$ cat config.mk
export PLATFORM = sky130hd
export DESIGN_NAME = decode_stage
export DESIGN_NICKNAME = d
export VERILOG_FILES = /design/src/rtl/sic4_pkg.sv /design/src/rtl/decode_stage_reg_scoreboard.sv /design/src/rtl/decode_stage.sv
export SDC_FILE = /design/constraint.sdc
export NUM_CORES = 1
export LEC_CHECK = 0
export CORE_MARGIN = 4
export CORE_UTILIZATION = 41
export DETAILED_ROUTE_END_ITERATION = 6
export PLACE_DENSITY = 0.83
export SYNTH_ARGS = -nofsm -noshare
export SYNTH_HDL_FRONTEND = slang
export SYNTH_SLANG_ARGS = --single-unit
$ cat constraint.sdc
create_clock -name clk -period 4.8 [get_ports clk]
set_input_delay 0.72 -clock clk [delete_from_list [all_inputs] [get_ports clk]]
set_output_delay 0.72 -clock clk [all_outputs]
set_load 0.01 [all_outputs]
$ cat src/rtl/sic4_pkg.sv
// Shared SIC-4 decode definitions: default field widths, opcode encodings and
// the decoded-instruction record.
package sic4_pkg;

   localparam int SIC4_OP_W   = 2;
   localparam int SIC4_REG_W  = 2;
   localparam int SIC4_IMM_W  = 2;
   localparam int SIC4_DATA_W = 8;

   localparam logic [1:0] OP_RTYPE   = 2'b00;
   localparam logic [1:0] OP_IMM     = 2'b01;
   localparam logic [1:0] OP_LOAD    = 2'b10;
   localparam logic [1:0] OP_NOWRITE = 2'b11;

   typedef struct packed {
      logic [SIC4_OP_W-1:0]   op;
      logic [SIC4_REG_W-1:0]  rtd;
      logic [SIC4_REG_W-1:0]  rs;
      logic [SIC4_IMM_W-1:0]  fun_imm;
      logic [SIC4_DATA_W-1:0] imm_sext;
      logic                   wr_en;
   } decoded_t;

endpackage

$ cat src/rtl/decode_stage_reg_scoreboard.sv
// Pending-write scoreboard: one bit per register, writeback clear then accept
// set, plus two bypassed lookup ports used for hazard detection.
module reg_scoreboard #(
   parameter int REG_W = 2,
   localparam int NREG = 2**REG_W
) (
   input  logic             clk,
   input  logic             rst,
   input  logic             wb_valid,
   input  logic [REG_W-1:0] wb_reg,
   input  logic             set_en,
   input  logic [REG_W-1:0] set_reg,
   input  logic [REG_W-1:0] rd_a,
   input  logic [REG_W-1:0] rd_b,
   output logic             hit_a,
   output logic             hit_b,
   output logic [NREG-1:0]  busy
);

   logic [NREG-1:0] pending_q;
   logic [NREG-1:0] pending_d;
   logic [NREG-1:0] wb_mask_s;
   logic [NREG-1:0] set_mask_s;
   logic [NREG-1:0] eff_pend_s;

   // Decode writeback/set one-hot masks; a retiring register no longer stalls.
   always_comb begin
      wb_mask_s  = '0;
      set_mask_s = '0;
      if (wb_valid) begin
         wb_mask_s = NREG'(1) << wb_reg;
      end else begin
         wb_mask_s = '0;
      end
      if (set_en) begin
         set_mask_s = NREG'(1) << set_reg;
      end else begin
         set_mask_s = '0;
      end
      eff_pend_s = pending_q & ~wb_mask_s;
      // Set is applied after clear so a new writer of the retiring register wins.
      pending_d  = eff_pend_s | set_mask_s;
   end

   // Pending vector register.
   always_ff @(posedge clk) begin
      if (rst) begin
         pending_q <= '0;
      end else begin
         pending_q <= pending_d;
      end
   end

   assign hit_a = eff_pend_s[rd_a];
   assign hit_b = eff_pend_s[rd_b];
   assign busy  = pending_q;

endmodule

$ cat src/rtl/decode_stage.sv
// SIC-4 registered decode stage with scoreboard hazard stall and valid/ready
// handshake. Optional DECODE_STAGE_PERF_EN adds stall/issue counters.
module decode_stage
   import sic4_pkg::*;
#(
   parameter int              OP_W       = SIC4_OP_W,
   parameter int              REG_W      = SIC4_REG_W,
   parameter int              IMM_W      = SIC4_IMM_W,
   parameter int              DATA_W     = SIC4_DATA_W,
   parameter logic [OP_W-1:0] NOWRITE_OP = OP_W'(OP_NOWRITE),
   localparam int             INSTR_W    = OP_W + 2*REG_W + IMM_W,
   localparam int             NREG       = 2**REG_W
) (
   input  logic               clk,
   input  logic               rst,
   input  logic               in_valid,
   output logic               in_ready,
   input  logic [INSTR_W-1:0] instr,
   output logic               out_valid,
   input  logic               out_ready,
   output logic [OP_W-1:0]    op,
   output logic [REG_W-1:0]   rtd,
   output logic [REG_W-1:0]   rs,
   output logic [IMM_W-1:0]   fun_imm,
   output logic [DATA_W-1:0]  imm_sext,
   output logic               wr_en,
   input  logic               wb_valid,
   input  logic [REG_W-1:0]   wb_reg,
`ifdef DECODE_STAGE_PERF_EN
   output logic [15:0]        stall_cnt,
   output logic [15:0]        issue_cnt,
`endif
   output logic [NREG-1:0]    busy
);

   if (DATA_W < IMM_W) begin : g_bad_width
      $error("decode_stage: DATA_W must be >= IMM_W");
   end

   logic [OP_W-1:0]   instr_op_s;
   logic [REG_W-1:0]  instr_rtd_s;
   logic [REG_W-1:0]  instr_rs_s;
   logic [IMM_W-1:0]  instr_fun_s;
   logic              hit_rs_s;
   logic              hit_rtd_s;
   logic              hazard_s;
   logic              accept_s;
   logic              writes_s;

   logic              out_valid_q, out_valid_d;
   logic [OP_W-1:0]   op_q, op_d;
   logic [REG_W-1:0]  rtd_q, rtd_d;
   logic [REG_W-1:0]  rs_q, rs_d;
   logic [IMM_W-1:0]  fun_imm_q, fun_imm_d;
   logic [DATA_W-1:0] imm_sext_q, imm_sext_d;
   logic              wr_en_q, wr_en_d;

   assign instr_op_s  = instr[INSTR_W-1 -: OP_W];
   assign instr_rtd_s = instr[INSTR_W-OP_W-1 -: REG_W];
   assign instr_rs_s  = instr[IMM_W+REG_W-1 -: REG_W];
   assign instr_fun_s = instr[IMM_W-1:0];
   assign writes_s    = (instr_op_s != NOWRITE_OP);

   reg_scoreboard #(.REG_W(REG_W)) u_sb (
      .clk      (clk),
      .rst      (rst),
      .wb_valid (wb_valid),
      .wb_reg   (wb_reg),
      .set_en   (accept_s & writes_s),
      .set_reg  (instr_rtd_s),
      .rd_a     (instr_rs_s),
      .rd_b     (instr_rtd_s),
      .hit_a    (hit_rs_s),
      .hit_b    (hit_rtd_s),
      .busy     (busy)
   );

   // rtd is read as a source too (rtd = rtd op rs), which also covers WAW.
   assign hazard_s = hit_rs_s | hit_rtd_s;
   assign in_ready = ~rst & (~out_valid_q | out_ready) & ~hazard_s;
   assign accept_s = in_valid & in_ready;

   // Next-state for the decode register and handshake.
   always_comb begin
      out_valid_d = out_valid_q;
      op_d        = op_q;
      rtd_d       = rtd_q;
      rs_d        = rs_q;
      fun_imm_d   = fun_imm_q;
      imm_sext_d  = imm_sext_q;
      wr_en_d     = wr_en_q;
      if (accept_s) begin
         out_valid_d = 1'b1;
         op_d        = instr_op_s;
         rtd_d       = instr_rtd_s;
         rs_d        = instr_rs_s;
         fun_imm_d   = instr_fun_s;
         imm_sext_d  = DATA_W'($signed(instr_fun_s));
         wr_en_d     = writes_s;
      end else if (out_ready) begin
         out_valid_d = 1'b0;
      end else begin
         out_valid_d = out_valid_q;
      end
   end

   // Decode register; reset drops any in-flight instruction.
   always_ff @(posedge clk) begin
      if (rst) begin
         out_valid_q <= 1'b0;
         op_q        <= '0;
         rtd_q       <= '0;
         rs_q        <= '0;
         fun_imm_q   <= '0;
         imm_sext_q  <= '0;
         wr_en_q     <= 1'b0;
      end else begin
         out_valid_q <= out_valid_d;
         op_q        <= op_d;
         rtd_q       <= rtd_d;
         rs_q        <= rs_d;
         fun_imm_q   <= fun_imm_d;
         imm_sext_q  <= imm_sext_d;
         wr_en_q     <= wr_en_d;
      end
   end

   assign out_valid = out_valid_q;
   assign op        = op_q;
   assign rtd       = rtd_q;
   assign rs        = rs_q;
   assign fun_imm   = fun_imm_q;
   assign imm_sext  = imm_sext_q;
   assign wr_en     = wr_en_q;

`ifdef DECODE_STAGE_PERF_EN
   logic [15:0] stall_cnt_q, stall_cnt_d;
   logic [15:0] issue_cnt_q, issue_cnt_d;

   // Stall counter saturates; issue counter wraps.
   always_comb begin
      stall_cnt_d = stall_cnt_q;
      issue_cnt_d = issue_cnt_q;
      if (in_valid & hazard_s & ~rst & (stall_cnt_q != 16'hFFFF)) begin
         stall_cnt_d = stall_cnt_q + 16'd1;
      end else begin
         stall_cnt_d = stall_cnt_q;
      end
      if (accept_s) begin
         issue_cnt_d = issue_cnt_q + 16'd1;
      end else begin
         issue_cnt_d = issue_cnt_q;
      end
   end

   // Performance counter registers.
   always_ff @(posedge clk) begin
      if (rst) begin
         stall_cnt_q <= 16'd0;
         issue_cnt_q <= 16'd0;
      end else begin
         stall_cnt_q <= stall_cnt_d;
         issue_cnt_q <= issue_cnt_d;
      end
   end

   assign stall_cnt = stall_cnt_q;
   assign issue_cnt = issue_cnt_q;
`endif

endmodule

==> results of run 1 <==
synth_stat cells:
cell and number:
a21oi_1 4, a22oi_1 1, buf_4 8, buf_6 2, clkbuf_1 1, dfxtp_1 14
inv_1 4, inv_2 1, mux2_1 4, mux2_4 2, mux2i_1 3, nand2_1 8
nand2b_1 2, nand3_1 1, nor2_1 1, nor2b_1 8, o211ai_1 3, o21ai_0 1
o21ai_1 2, o221ai_2 1, o22ai_1 4, o41ai_2 1, or3_1 1
cell type report:
| class | count | share of cell area, % |
|---|---|---|
| multi-input combinational | 47 | 31.5 |
| timing repair buffer | 37 | 34.9 |
| sequential | 14 | 26.4 |
| inverter | 5 | 1.77 |
| clock buffer | 4 | 3.42 |
| tap | 16 | 1.89 |
through the flow:
step                      instances  total power [mW]  hold slack, ns
after global routing            123             0.303           0.503
after global placement          119             0.205           0.460
after CTS                       123             0.291           0.477
after floorplan                  77             0.170           0.482
after detailed placement        119             0.206           0.463
final                           123             0.288           0.476
kinds of logic after synthesis:
family | count (synthesis) | synth area share, %
mux | 9 | 14.6
compound gates | 17 | 16.9
buf+inv | 16 | 14.6
flops | 14 | 39.0
simple gates | 21 | 15.0
per-layer routing:
metal	part of all wire, %	track usage, %
met1	43	14.9
met2	45	23.6
met3	9.1	4.22
met4	2.3	6.91
met5	0	0
state kept, by name (all words and copies together), names as in the netlist:
register	count
imm_sext	2
op	2
out_valid	1
rs	2
rtd	2
u_sb.busy	4
wr_en	1
worst min-delay path: stages, from the launching register on:
cell and delay (ns):
dfxtp_1 0.32, nand2_1 0.06, mux2i_1 0.06
report_power, final:
group | leakage (nW) | internal (mW) | total, mW | switching [mW]
Sequential | 0.115 | 0.124 | 0.129 | 0.00475
Combinational | 0.296 | 0.0448 | 0.0744 | 0.0297
Clock | 0.0210 | 0.0462 | 0.0844 | 0.0382
Total | 0.432 | 0.215 | 0.288 | 0.0726
worst max-delay path by stage:
| stage | cells after the start | from | slack, ns | endpoint |
|---|---|---|---|---|
| after floorplan | 7 | wb_reg[1] | 2.59 | op[0] |
| after global placement | 6 | instr[4] | 1.71 | in_ready |
| after detailed placement | 6 | instr[4] | 1.68 | in_ready |
| after CTS | 6 | instr[4] | 1.67 | in_ready |
| after global routing | 6 | instr[4] | 1.58 | in_ready |
| final | 6 | instr[4] | 1.64 | in_ready |
==> qor.txt, run 1 <==
Largest cells by area after synthesis: dfxtp_1, buf_4, nor2b_1, mux2_1, mux2i_1
Run status: complete, no violations
Flop-to-flop setup slack: 3.02 ns
Overall die height: 49.9 um
Ordered list of cells on the worst path: clkdlybuf4s50_1 -> nor2b_1 -> a21oi_1 -> o221ai_2 -> nor2_1 -> clkdlybuf4s50_1
Clock Tree Root: clkbuf_4
Effective utilization at floorplan: 45.6%
Max cap viols: 0
Cell depth of the worst hold path: 2
Data arrival at the endpoint of the critical path: 2.44 ns
Sum of negative setup slack: 0 ns
Number of unique standard cell types used by synthesis: 23
Commonest cells after routing, fill and taps aside: clkdlybuf4s50_1, dfxtp_1, nand2_1, nor2b_1
Initial detailed-routing violation count: 4
Capturing point of the worst reg2reg path: imm_sext[1]
Synthesized flop and latch total: 14
Fin crit period: 3.16 ns
Total of hold buffers inserted after clock tree synthesis: 0
Max-slew violation total from the final report: 0
TritonRoute pass-1 iters: 4
Final RePlAce weighted congestion: 0.846
Slowest-stage cell, CP: clkdlybuf4s50_1
Dpl ws: 1.68 ns
Antenna violations before repair: 0
TritonCTS clock tree: yes
Hold Violations, Final: 0
Register-to-Register Path Depth: 4
Leakage power of the design: 0.432 nW
Critical path's top delay family: buffers and inverters
Crit-path most repeated cell: clkdlybuf4s50_1
Die X-Extent: 49.9 um
CP Launch Type: primary input
Avg Synthesized Cell Area: 9.34 sq um
Reg-to-reg startpoint: u_sb.busy[3]
Full die area: 2490 sq um
Multi-input gate area in the final layout: 334 sq um
Worst path setup slack after routing: 1.64 ns
Buffering stage count on the worst path with inverters included: 2
NumNets Final: 123
Post-layout utilization of the core: 67.2%
Start-to-end type of the worst setup path: primary input to output pin
Num rows: 14
Placement-stage cell area: 1020 sq um
Via count of the first global-routing pass: 612
Yosys top cell by area: dfxtp_1
Post-DR vias/cell: 5.37
Commonest non-fill, non-tap cell in the layout: clkdlybuf4s50_1
Total nets after synthesis: 92
Clock latency at the later pin of the worst-skew pair: 0.28 ns
Seq. cell area: 280 sq um
Capture endpoint of the worst hold path: rs[0]
Synth-to-Final Area Change: 47.3%
Layout cells sized above 1: 8.41%
Slew Limit Headroom: 56.3%
Post-detailed-route wirelength per cell: 13.6 um
Worst min-delay path category: flop to flop
Max clock buf depth: 2
Count of boundary I/O pins: 38
Global-route usage over all layers: 13.7%
Power Dens Cells: 271 nW/um^2
Remaining routing DRC violations: 0
Postcts setup bufs: 0
Total vias in the final route: 660
Sequential fraction of the synthesis area: 39.0%
IO Port Bufs: 37
First-pass GRT wire length: 2.61 mm
Area share of the leading cell type in the synthesized netlist: 39.0%
# setup viols final: 0
Level count of the clock H-tree: 1
Setup crit end kind: output pin
Required time at the worst-slack endpoint: 4.08 ns
Total length of routed wires: 1.67 mm
Fillers: 137
Worst-path fanout max: 7
Core Region: 1580 sq um
Clock transition at the registers of the reported paths: 0.08 ns
RSZ-0062 raised after global routing: false
Post-cts resize count: 0
Post-route antenna net violation count: 0
Final setup skew: 0.000886 ns
Mapped cell area: 719 sq um
TritonCTS sink count: 14
Yosys warning total: 0
Maximum clock rate: 0.317 GHz
CTS buffer count: 3
Final HPWL from detailed placement: 1.30 mm
Largest net degree at the start of global routing: 15
Maximum vdd ir drop: 0.140 mV
Cells after synthesis: 77
Overflow left after global routing: 0
Diode insertion count for antenna repair: 0
Share of the cycle needed by the critical path after routing: 65.8%
Fin area: 1060 sq um
Largest stage delay on the critical path: 0.54 ns
Tightest Pin Transition: 0.655 ns
Hold_sp: rs[0]
Power figures use the tool's default switching activity.
==> run 2, diff against run 1 <==
--- a/config.mk
+++ b/config.mk
@@ -6,9 +6,9 @@
 export NUM_CORES = 1
 export LEC_CHECK = 0
 export CORE_MARGIN = 4
-export CORE_UTILIZATION = 41
+export CORE_UTILIZATION = 34
 export DETAILED_ROUTE_END_ITERATION = 6
-export PLACE_DENSITY = 0.83
+export PLACE_DENSITY = 0.74
 export SYNTH_ARGS = -nofsm -noshare
 export SYNTH_HDL_FRONTEND = slang
 export SYNTH_SLANG_ARGS = --single-unit
==> constraint.sdc (replaced) <==
create_clock -name clk -period 2.8 [get_ports clk]
set_input_delay 0.42 -clock clk [delete_from_list [all_inputs] [get_ports clk]]
set_output_delay 0.42 -clock clk [all_outputs]
set_load 0.01 [all_outputs]
==> run 2 against run 1 <==
Effect of this change: first-iteration DRC count rose to 5.3 times the previous value; sequential power rose by 71%; total power rose by 73%; combinational power grew 73%; hold slack got worse by 0.0062 ns; sequential share of layout area down 0.52 points; worst setup slack got worse by 1.4 ns.
==> qor.txt, run 2 (synthesis gave the netlist of run 1 again) <==
Postcts setup bufs: 0 (unchanged)
Max clock buf depth: 2 (unchanged)
Num rows: 16 (+2)
Overflow left after global routing: 0 (unchanged)
Switching share of total power: 25.9% (+0.65 points)
Capture endpoint of the worst hold path: wr_en
Max cap viols: 0 (unchanged)
Total of hold buffers inserted after clock tree synthesis: 0 (unchanged)
Slowest-stage cell, CP: clkdlybuf4s50_1
Effective utilization at floorplan: 36.3% (-9.3 points)
Maximum vdd ir drop: 0.342 mV (+140%)
Tightest Pin Transition: 0.625 ns (-0.0299 ns)
TritonCTS sink count: 14 (unchanged)
Worst-path fanout max: 7 (unchanged)
Commonest non-fill, non-tap cell in the layout: clkdlybuf4s50_1
Max-slew violation total from the final report: 0 (unchanged)
Maximum clock rate: 0.391 GHz
Post-DR vias/cell: 4.81 (-10%)
Register-to-Register Path Depth: 4 (unchanged)
Net switching power: 0.129 mW (+78%)
Hold_sp: wr_en
Largest stage delay on the critical path: 0.61 ns (+0.07 ns)
Start-to-end type of the worst setup path: primary input to output pin
Worst path setup slack after routing: 0.245 ns (-1.40 ns)
Clock transition at the registers of the reported paths: 0.08 ns (about the same)
Setup crit end kind: output pin
Via count of the first global-routing pass: 592 (-3.3%)
Power Dens Cells: 461 nW/um^2 (+70%)
Reg-to-reg startpoint: u_sb.busy[1]
Required time at the worst-slack endpoint: 2.38 ns (-1.70 ns)
Full die area: 2920 sq um (+17%)
NumNets Final: 124 (+0.81%)
Count of boundary I/O pins: 38 (unchanged)
Total vias in the final route: 650 (-1.5%)
Commonest cells after routing, fill and taps aside: clkdlybuf4s50_1, dfxtp_1, nand2_1, nor2b_1
Final Power: 0.499 mW (+73%)
Clock network fraction of total power: 29.8% (+0.5 points)
Leakage power of the design: 0.437 nW (+1.1%)
Total length of routed wires: 1.69 mm (+1.4%)
Sum of negative setup slack: 0 ns (unchanged)
Remaining routing DRC violations: 0 (unchanged)
Flop-to-flop setup slack: 1.05 ns (-1.97 ns)
Data arrival at the endpoint of the critical path: 2.13 ns (-0.31 ns)
Final HPWL from detailed placement: 1.30 mm (+0.15%)
Internal power: 0.370 mW (+72%)
Final RePlAce weighted congestion: 0.744 (-12%)
Final setup skew: 0.00478 ns (+0.00389 ns)
CTS buffer count: 3 (unchanged)
Fin cells: 135 (+9.8%)
Post-route antenna net violation count: 0 (unchanged)
Largest net degree at the start of global routing: 15 (unchanged)
Post-cts resize count: 0 (unchanged)
Share of the cycle needed by the critical path after routing: 91.2%
Critical path's top delay family: buffers and inverters
First-pass GRT wire length: 2.53 mm (-2.9%)
Sequential share of power: 44.3% (-0.5 points)
Max FFs per register: 4 (unchanged)
Clock Tree Root: clkbuf_4
Overall die height: 54 um (+8.2%)
TritonCTS clock tree: yes
Layout cells sized above 1: 9.26% (+0.85 points)
CP Launch Type: primary input
Run status: complete, no violations
Global-route usage over all layers: 11.5% (-2.2 points)
Clock latency at the later pin of the worst-skew pair: 0.28 ns (about the same)
# setup viols final: 0 (unchanged)
Slew Limit Headroom: 58.3% (+2.0 points)
Dpl ws: 0.196 ns (-1.48 ns)
Diode insertion count for antenna repair: 0 (unchanged)
TritonRoute pass-1 iters: 4 (unchanged)
Buffering stage count on the worst path with inverters included: 2 (unchanged)
RSZ-0062 raised after global routing: false
Ordered list of cells on the worst path: clkdlybuf4s50_1 -> o22ai_1 -> o211ai_1 -> o221ai_2 -> nor2_1 -> clkdlybuf4s50_1
Post-detailed-route wirelength per cell: 12.5 um (-7.6%)
Cell depth of the worst hold path: 2 (unchanged)
Level count of the clock H-tree: 1 (unchanged)
IO Port Bufs: 37 (unchanged)
Number of instances in the placed design: 131 (+10%)
Synth-to-Final Area Change: 50.3%
Core Region: 1980 sq um (+26%)
Fin crit period: 2.55 ns
Post-layout utilization of the core: 54.5% (-13 points)
Combinational fraction of design power: 25.9% (about the same)
Crit-path most repeated cell: clkdlybuf4s50_1
Hold Violations, Final: 0 (unchanged)
Die X-Extent: 54 um (+8.2%)
Initial detailed-routing violation count: 21 (+17)
Capturing point of the worst reg2reg path: op[1]
Antenna violations before repair: 0 (unchanged)
Worst min-delay path category: flop to flop
==> run 2: cell types whose count changed in the layout (fill, tap and decap cells not counted) <==
cell	delta
buf_4	+1
==> run 2: power groups by stage <==
| stage | Sequential (mW) | Clock, mW | Combinational, mW |
|---|---|---|---|
| 2_1_floorplan | 0.232 | 0 | 0.0601 |
| 3_3_place_gp | 0.226 | 0 | 0.128 |
| 3_5_place_dp | 0.226 | 0 | 0.129 |
| 4_1_cts | 0.221 | 0.152 | 0.130 |
| 5_1_grt | 0.224 | 0.156 | 0.139 |
| 6_report | 0.221 | 0.149 | 0.129 |
==> run 2: worst max path at each step <==
stage / start / end / cells after the start
2_1_floorplan: wb_reg[1] / op[0] / 7
3_3_place_gp: instr[4] / op[1] / 6
3_5_place_dp: instr[4] / rtd[1] / 6
4_1_cts: instr[4] / in_ready / 6
5_1_grt: instr[4] / in_ready / 6
6_report: instr[4] / in_ready / 6
==> run 2: final cells by class <==
class | instances | area, sq um
clock buffer | 4 | 36.3
fill | 184 | 901
inverter | 5 | 18.8
multi-input combinational | 47 | 334
sequential | 14 | 280
tap | 27 | 33.8
timing repair buffer | 38 | 378
==> run 2: tightest hold or removal path: cells and delay by family (launching register included) <==
kind / cells / cell delay, ns
simple gates: 1 / 0.05
mux: 1 / 0.05
flops: 1 / 0.32
==> run 2: stage by stage <==
step	cell area [sq um]	hold WS, ns
floorplan	719	0.482
global placement	1040	0.452
detailed placement	1040	0.460
CTS	1080	0.475
global route	1080	0.504
finish	1080	0.470
==> run 2: per-layer routing <==
metal	routed length (um)	track usage, %
met5	0	0
met4	17	3.73
met3	191	2.22
met2	780	19.6
met1	702	14.5
==> run 3, diff against run 2 <==
--- a/config.mk
+++ b/config.mk
@@ -8,7 +8,7 @@
 export CORE_MARGIN = 4
 export CORE_UTILIZATION = 34
 export DETAILED_ROUTE_END_ITERATION = 6
-export PLACE_DENSITY = 0.74
+export PLACE_DENSITY_LB_ADDON = 0.25
 export SYNTH_ARGS = -nofsm -noshare
 export SYNTH_HDL_FRONTEND = slang
 export SYNTH_SLANG_ARGS = --single-unit
==> run 3 against run 2 <==
Effect of this change: wire length shrank 2.1%; count of clock-buffer cells in the layout shrank 1; sequential share of layout area grew 0.33 points; register-to-register slack lost 0.04 ns; flip-flop and latch count is the same; total power shrank 7.8%; cell count shrank 0.74%.
==> qor.txt, run 3 (synthesis gave the netlist of run 1 again) <==
IO Port Bufs: 37 (unchanged)
Start-to-end type of the worst setup path: primary input to output pin
Final RePlAce weighted congestion: 0.782 (+5.2%)
Largest net degree at the start of global routing: 15 (unchanged)
Level count of the clock H-tree: 1 (unchanged)
Fillers: 179 (-2.7%)
Global-route usage over all layers: 12.4% (+0.87 points)
Run status: complete, no violations
Diode insertion count for antenna repair: 0 (unchanged)
Commonest cells after routing, fill and taps aside: clkdlybuf4s50_1, dfxtp_1, nand2_1, nor2b_1
CP Launch Type: primary input
Post-layout utilization of the core: 53.9% (-0.69 points)
Post-detailed-route wirelength per cell: 12.4 um (-1.3%)
Initial detailed-routing violation count: 12 (-43%)
Max clock buf depth: 2 (unchanged)
TritonCTS sink count: 14 (unchanged)
Commonest non-fill, non-tap cell in the layout: clkdlybuf4s50_1
Worst min-delay path category: flop to flop
Required time at the worst-slack endpoint: 2.38 ns (about the same)
NumNets Final: 124 (unchanged)
Clock latency at the later pin of the worst-skew pair: 0.27 ns (about the same)
Total length of routed wires: 1.66 mm (-2.1%)
Max cap viols: 0 (unchanged)
Total vias in the final route: 643 (-1.1%)
Via count of the first global-routing pass: 611 (+3.2%)
RSZ-0062 raised after global routing: false
Core Region: 1980 sq um (unchanged)
Count of boundary I/O pins: 38 (unchanged)
Effective utilization at floorplan: 36.3% (unchanged)
Register-to-Register Path Depth: 4 (unchanged)
First-pass GRT wire length: 2.60 mm (+2.7%)
Final Power: 0.460 mW (-7.8%)
Overflow left after global routing: 0 (unchanged)
Max FFs per register: 4 (unchanged)
Sum of negative setup slack: 0 ns (unchanged)
Post-cts resize count: 0 (unchanged)
Die X-Extent: 54 um (unchanged)
Clock Tree Root: clkbuf_4
Maximum clock rate: 0.397 GHz (+1.4%)
Final HPWL from detailed placement: 1.28 mm (-1.6%)
Max-slew violation total from the final report: 0 (unchanged)
Slew Limit Headroom: 56.7% (-1.6 points)
Leakage power of the design: 0.429 nW (-1.6%)
Power Dens Cells: 431 nW/um^2 (-6.6%)
Num rows: 16 (unchanged)
Post-DR vias/cell: 4.80 (-0.34%)
Worst-path fanout max: 7 (unchanged)
Share of the cycle needed by the critical path after routing: 89.9% (-1.3 points)
TritonRoute pass-1 iters: 4 (unchanged)
Post-route antenna net violation count: 0 (unchanged)
Remaining routing DRC violations: 0 (unchanged)
Full die area: 2920 sq um (unchanged)
Cell depth of the worst hold path: 2 (unchanged)
Final setup skew: 0.00401 ns (-0.000765 ns)
Maximum vdd ir drop: 0.250 mV (-27%)
Postcts setup bufs: 0 (unchanged)
# setup viols final: 0 (unchanged)
Fin crit period: 2.52 ns (-0.0360 ns)
Tightest Pin Transition: 0.649 ns (+0.0240 ns)
Data arrival at the endpoint of the critical path: 2.10 ns (-0.03 ns)
Clock transition at the registers of the reported paths: 0.08 ns (about the same)
Total of hold buffers inserted after clock tree synthesis: 0 (unchanged)
Synth-to-Final Area Change: 48.3%
CTS buffer count: 3 (unchanged)
Antenna violations before repair: 0 (unchanged)
Overall die height: 54 um (unchanged)
TritonCTS clock tree: yes
Setup crit end kind: output pin
Layout cells sized above 1: 8.41% (-0.85 points)
Hold Violations, Final: 0 (unchanged)
[run 3: cell count changes in the layout (fill, tap and decap cells not counted), sizes merged]
cell | previous run | this run
clkbuf | 4 | 3
[run 3: layout make-up]
class	count	area (sq um)	share of cell area [%]
clock buffer	3	22.5	2.11
timing repair buffer	38	378	35.4
tap	27	33.8	3.17
sequential	14	280	26.3
multi-input combinational	47	334	31.3
inverter	5	18.8	1.76
[run 3: worst paths after layout]
path	from	end	slack (ns)
max	instr[4]	in_ready	0.28
min reg2reg	rs[0]	rs[0]	0.47
min	rs[0]	rs[0]	0.47
max reg2reg	u_sb.busy[3]	rtd[1]	1.01
[run 3: critical path: stages]
cell and delay [ns]:
clkdlybuf4s50_1 0.53, nor2b_1 0.20, a21oi_1 0.16, o221ai_2 0.12, nor2_1 0.12, clkdlybuf4s50_1 0.55
[run 3: where the power goes]
| group | total [mW] | switching, mW | internal [mW] |
|---|---|---|---|
| logic | 0.129 | 0.0510 | 0.0777 |
| registers | 0.221 | 0.00831 | 0.213 |
| clock network | 0.110 | 0.0603 | 0.0497 |
| total | 0.460 | 0.120 | 0.340 |
[run 3: per-stage QoR]
step / setup slack, ns / std cells / hold WS [ns] / instance area [sq um]
5_1_grt: 0.220 / 134 / 0.506 / 1070
6_report: 0.282 / 134 / 0.466 / 1070
4_1_cts: 0.294 / 134 / 0.473 / 1070
2_1_floorplan: 0.894 / 77 / 0.482 / 719
3_5_place_dp: 0.199 / 131 / 0.458 / 1040
3_3_place_gp: 0.263 / 131 / 0.455 / 1040
[run 3: metal layers]
layer | vias to the layer above | part of all wire [%] | wire length [um] | track usage, %
met3 | 4 | 7.5 | 124 | 2.49
met5 | - | 0 | 0 | 0
met1 | 296 | 43 | 707 | 14.3
met4 | 0 | 2.1 | 34 | 7.88
met2 | 25 | 48 | 790 | 20.6
li1 | 318 | - | - | -
